File: config.mk
export PLATFORM = sky130hd
export DESIGN_NAME = rr_mux_arbiter
export DESIGN_NICKNAME = d
export VERILOG_FILES = /design/src/rtl/rr_mux_arbiter.sv
export SDC_FILE = /design/constraint.sdc
export NUM_CORES = 1
export LEC_CHECK = 0
export BUFFER_PORTS_ARGS = -buffer_cell sky130_fd_sc_hd__buf_2
export CAP_MARGIN = 20
export CELL_PAD_IN_SITES_DETAIL_PLACEMENT = 1
export CELL_PAD_IN_SITES_GLOBAL_PLACEMENT = 2
export CORE_UTILIZATION = 15
export DETAILED_ROUTE_END_ITERATION = 7
export GPL_TIMING_DRIVEN = 0
export PLACE_DENSITY_LB_ADDON = 0.1
export SYNTH_ARGS = -nofsm -noshare
export SYNTH_HDL_FRONTEND = slang
export SYNTH_SLANG_ARGS = --single-unit
export TNS_END_PERCENT = 10
File: constraint.sdc
create_clock -name CLK -period 1.5 [get_ports CLK]
set_clock_uncertainty 0.05 [all_clocks]
set_input_delay 0.15 -clock CLK [delete_from_list [all_inputs] [get_ports CLK]]
set_output_delay 0.15 -clock CLK [all_outputs]
set_load 0.02 [all_outputs]
File: src/rtl/rr_mux_arbiter.sv
// Two-requester round-robin packet arbiter with a combinational output mux.
// Optional forced-release timeout is built only when ARB_TIMEOUT_EN is defined.
module rr_mux_arbiter #(
  parameter int WIDTH   = 8,
  parameter int TIMEOUT = 16
) (
  input  logic             CLK,
  input  logic             RST,
  input  logic             A_VALID,
  input  logic [WIDTH-1:0] A_DATA,
  input  logic             A_LAST,
  output logic             A_READY,
  input  logic             B_VALID,
  input  logic [WIDTH-1:0] B_DATA,
  input  logic             B_LAST,
  output logic             B_READY,
  output logic             Y_VALID,
  output logic [WIDTH-1:0] Y_DATA,
  output logic             Y_LAST,
  input  logic             Y_READY,
  output logic             S,
  output logic             BUSY,
  output logic             TOUT
);

  typedef enum logic [1:0] {IDLE, GRANT_A, GRANT_B} state_t;

  state_t state, state_nxt;
  logic   ptr, ptr_nxt;
  logic   sel, sel_nxt;
  logic   last_xfer;
  logic   force_rel;

  assign last_xfer = Y_VALID & Y_READY & Y_LAST;

  always_ff @(posedge CLK) begin
    if (RST) begin
      state <= IDLE;
      ptr   <= 1'b0;
      sel   <= 1'b0;
    end else begin
      state <= state_nxt;
      ptr   <= ptr_nxt;
      sel   <= sel_nxt;
    end
  end

  // The grant decision is only taken from IDLE, so a release always costs one idle cycle.
  always_comb begin
    state_nxt = state;
    ptr_nxt   = ptr;
    sel_nxt   = sel;
    case (state)
      IDLE: begin
        if (A_VALID && B_VALID)
          state_nxt = ptr ? GRANT_B : GRANT_A;
        else if (A_VALID)
          state_nxt = GRANT_A;
        else if (B_VALID)
          state_nxt = GRANT_B;
        if (A_VALID || B_VALID)
          sel_nxt = (state_nxt == GRANT_B);
      end
      GRANT_A: begin
        if (last_xfer || force_rel) begin
          state_nxt = IDLE;
          ptr_nxt   = 1'b1;
        end
      end
      GRANT_B: begin
        if (last_xfer || force_rel) begin
          state_nxt = IDLE;
          ptr_nxt   = 1'b0;
        end
      end
      default: state_nxt = IDLE;
    endcase
  end

  always_comb begin
    S       = sel;
    BUSY    = (state == GRANT_A) || (state == GRANT_B);
    Y_DATA  = sel ? B_DATA : A_DATA;
    Y_LAST  = sel ? B_LAST : A_LAST;
    Y_VALID = 1'b0;
    A_READY = 1'b0;
    B_READY = 1'b0;
    case (state)
      GRANT_A: begin
        Y_VALID = A_VALID;
        A_READY = Y_READY;
      end
      GRANT_B: begin
        Y_VALID = B_VALID;
        B_READY = Y_READY;
      end
      default: ;
    endcase
  end

`ifdef ARB_TIMEOUT_EN
  localparam int CNT_W = $clog2(TIMEOUT + 1);

  logic [CNT_W-1:0] cnt;
  logic             other_valid;

  // Counter is zero on the first grant cycle and saturates, so a release can wait for the other side.
  always_ff @(posedge CLK) begin
    if (RST || state == IDLE)
      cnt <= '0;
    else if (cnt < CNT_W'(TIMEOUT))
      cnt <= cnt + 1'b1;
  end

  always_comb begin
    other_valid = 1'b0;
    if (state == GRANT_A)
      other_valid = B_VALID;
    else if (state == GRANT_B)
      other_valid = A_VALID;
  end

  assign force_rel = other_valid & ~last_xfer & (cnt >= CNT_W'(TIMEOUT - 1));
  assign TOUT      = force_rel & ~RST;
`else
  logic [31:0] unused_timeout;

  assign unused_timeout = 32'(TIMEOUT);
  assign force_rel      = 1'b0;
  assign TOUT           = 1'b0;
`endif

endmodule

---- After elaboration in Yosys (flattened, before gate mapping) ----
Cells that the tools add are included.
storage, ports and cells
  register bits ........................... 4
  output and inout port bits .............. 15
  word-level logic and storage cells ...... 34
cells by class
  bitwise operators ....................... 2
  equality and inequality tests ........... 6
  multiplexer cells ....................... 15
  reductions and logical operators ........ 8
operators with widths
  operator              count
  $mux W2               6
  $mux W8               1
  $mux W1               5
  $eq A2 B2 Y1 const B  2
  $ne A2 B2 Y1 const B  2
  $pmux W1 S2           2
  $pmux W2 S2           1
  $reduce_and A3 Y1     1
  $and A1 B1 Y1         2
  $eq A2 B1 Y1 const B  1
  $logic_not A2 Y1      1
  $logic_or A1 B1 Y1    2
  $ne A2 B1 Y1 const B  1
  $reduce_and A2 Y1     1
  $reduce_bool A2 Y1    1
  $reduce_or A2 Y1      1
  $logic_and A1 B1 Y1   1

---- Depth between registers and ports, before layout ----
  word-level depth ........................ 6
  depth in mapped cells ................... 6
  gate-level depth less buffers ........... 6

---- Least setup slack after synthesis ----
No wires, ideal clock.
  path kind ............................... register -> register
  from .................................... register sel (netlist: S)
  to ...................................... register state[0]
  arrival time ............................ 1.418 ns
  stages on the path, launching flop included .. 6
  slack ................................... -0.087 ns
  required time ........................... 1.331 ns
  path buffers ............................ 1
  library setup time ...................... 0.119 ns
  cell sequence ........................... dfxtp_1 buf_6 mux2_4 and4b_4 nand2b_4 mux2i_1
on the way
  longest elaborated chain between the ends .. 3
RTL lines
  element                 RTL line  source
  start, declared         30        logic sel, sel_nxt;
  start signal, assigned  44        sel <= sel_nxt;
  $mux W1                 84        Y_LAST = sel ? B_LAST : A_LAST;
  net Y_LAST              19        output logic Y_LAST,
  $and A1 B1 Y1           34        assign last_xfer = Y_VALID & Y_READY & Y_LAST;
  $ne A2 B1 Y1 (no line)  -
  end signal, assigned    42        state <= state_nxt;
  end, declared           28        state_t state, state_nxt;
The timed path passes the listed nets, and every way through them passes these cells.
A chain may end at the register's enable or synchronous reset.

---- Final worst setup path ----
  from .................................... register state[0]
  to ...................................... register state[1]
on the way
  longest elaborated chain between the ends .. 5
  elaborated cells on any way between the ends .. 9
RTL lines
  element                                       RTL line  source
  $eq A2 B2 Y1 or $eq A2 B1 Y1 (tied branches)  53, 88
  $pmux W1 S2                                   88        case (state)
  $and A1 B1 Y1 (2 in a row)                    34
  $ne A2 B1 Y1 (no line)                        -
Parallel ways exist; a longest one is shown, timed or not.

==> metrics.txt <==
commonest non-fill, non-tap cells in the layout=buf_2 (35), mux2_2 (8), buf_4 (4); largest net degree at the start of global routing=11; Setup Crit Path Kind=reg2reg; antenna violations before repair=0; first-pass GRT wire length=1970 um; vias in the first global route=426; CTS clock-pin slew for the worst setup and hold paths=0.04 ns; total iterations of the first detailed-routing run=4; Hold Path Class=in2reg; Nets=111; average routed wire per standard cell=12.7 um; hold path startpoint=RST; worst slack at placement=-0.0902 ns; Die Ht=54.1 um; Ys Warns=0; RSZ-0062 raised after global routing=true; total routed wirelength=1440 um; Syn Inst Count=42; DRT iter0 DRCs=1; Setup Viol. Count Final=0; total CTS buffers=3; Die ar.=0.00292 mm^2; CP max FO=4; via/cell ratio=3.99; worst hold slack=0.0986 ns; CP Launch Type=flop; Yosys reg bits=4; crit path from=state[0]; syn_area_per_cell=9.68 um^2; Clock Latency Late Sink=0.24 ns; post-route ant nets=0; VDD IR max=517 uV; Antenna Cells=0; total number of vias=451; critical path required time=1.60 ns; final worst-path cycle share=97.3%; I/O pins=38; CTS root buf=clkbuf_4; dpl hpwl=1190 um; CP arrival=1.56 ns; worst reg2reg startpoint=state[0]; IO Port Bufs=36; CTS H-tree depth=1; Post-Syn Nets=68; # DRC=0; Final min period=1.46 ns; PwrDens=1240 mW/mm^2; clock sinks=4; layout cells sized above 1=77.1%; Synth Cell Area=407 um^2; Starting Density=16.1%; CTS tree=done; Layout area overhead=76.6%; post-synth cell types=23; crit end category=flop; total track usage=10.1%; post-route setup slack=0.0412 ns; sequential fraction of the synthesis area=19.7%; Die W=54.1 um; Pwr Total=0.893 mW; max-slew violation count=0; TNS Setup=0 ns; Max-Cap Viols=0; status=finished, final reports clean; most common cell after layout, fill and taps aside=buf_2; # rows=18; Core ar.=0.00252 mm^2; total gr overflow=0; fmax=686 MHz; final hold violation count=0; maximum clock path buffer count=2; leakage power=0.338 nW; final RePlAce weighted congestion=0.686
[layer usage]
metal | up-vias | GRT usage [%] | routed length, um
met5 | - | 0 | 0
met4 | 0 | 5.13 | 14
met3 | 2 | 3.39 | 58
met2 | 11 | 13.4 | 701
met1 | 208 | 14.2 | 666
li1 | 230 | - | -
[stage by stage]
step | cells | util, % | area, um^2
finish | 113 | 28.5 | 718
global route | 113 | 28.5 | 718
CTS | 111 | 26.6 | 672
detailed placement | 108 | 24.9 | 628
global placement | 108 | 24.9 | 628
floorplan | 42 | - | 410
[state kept, by name, summed over array words and instances, names as in the netlist]
signal and count:
S 1, ptr 1, state 2
[cell type report]
cell class              instances  area [um^2]
fillers                       312         1800
multi-input cells              34          345
repair buffers                 38          198
flip-flops and latches          4         88.8
well taps                      30         37.5
clock buffers                   3         22.5
plain buffers                   2         18.8
inverters                       2         7.51
[worst max-delay path, cell delays in order, from the launching register on]
cell	delay, ns
dfxtp_4	0.36
inv_2	0.10
ha_4	0.16
a22oi_2	0.06
and4b_4	0.34
nand2b_4	0.14
mux2i_1	0.18
[kinds of logic (layout without fill, tap and decap cells)]
family          count (synthesis)  count (layout)  synth area share (%)
simple gates                   13              13                  22.5
mux                            11              11                  30.8
compound gates                  6               6                  10.5
flops                           4               4                  19.7
buf+inv                         4              45                  6.46
fa+ha+maj                       3               3                  9.23
other cells                     1               1                 0.922
[final timing paths]
check,to,slack (ns),cells after the start
worst max-delay path,state[1],0.04,6
worst min-delay path,S,0.1,2
worst max register to register,state[1],0.04,6
worst min register to register,state[0],0.47,2
[where the power goes]
group          internal, mW  switching [mW]
sequential            0.141          0.0295
clock                0.0897          0.0462
combinational         0.293           0.293
total                 0.524           0.369
[cell usage after synthesis]
master,number,area [um^2]
o21ai_0,1,5.00
mux2_4,1,15.0
nand2b_1,3,18.8
a21oi_1,1,5.00
mux2_2,8,90.1
nand3b_1,2,15.0
a32oi_1,1,8.76
buf_4,1,7.51
conb_1,1,3.75
and4b_4,1,13.8
o2bb2ai_1,1,8.76
mux2i_1,2,20.0
nand2_1,1,3.75
ha_1,3,37.5
dfxtp_1,4,80.1
a211oi_1,1,7.51
buf_6,1,11.3
inv_1,2,7.51
nand2b_4,1,13.8
nor2b_1,1,6.26
a22oi_1,1,7.51
nor2_1,2,7.51
and2_1,2,12.5
[timing repair]
action / 4_1_cts / 5_1_grt
pin swaps: 0 / 2
gates resized for setup: 7 / 7
endpoints found under the setup margin: 4 / 4
hold buffers: 0 / 0
buffers inserted: 0 / 2
Power figures use the tool's default switching activity.
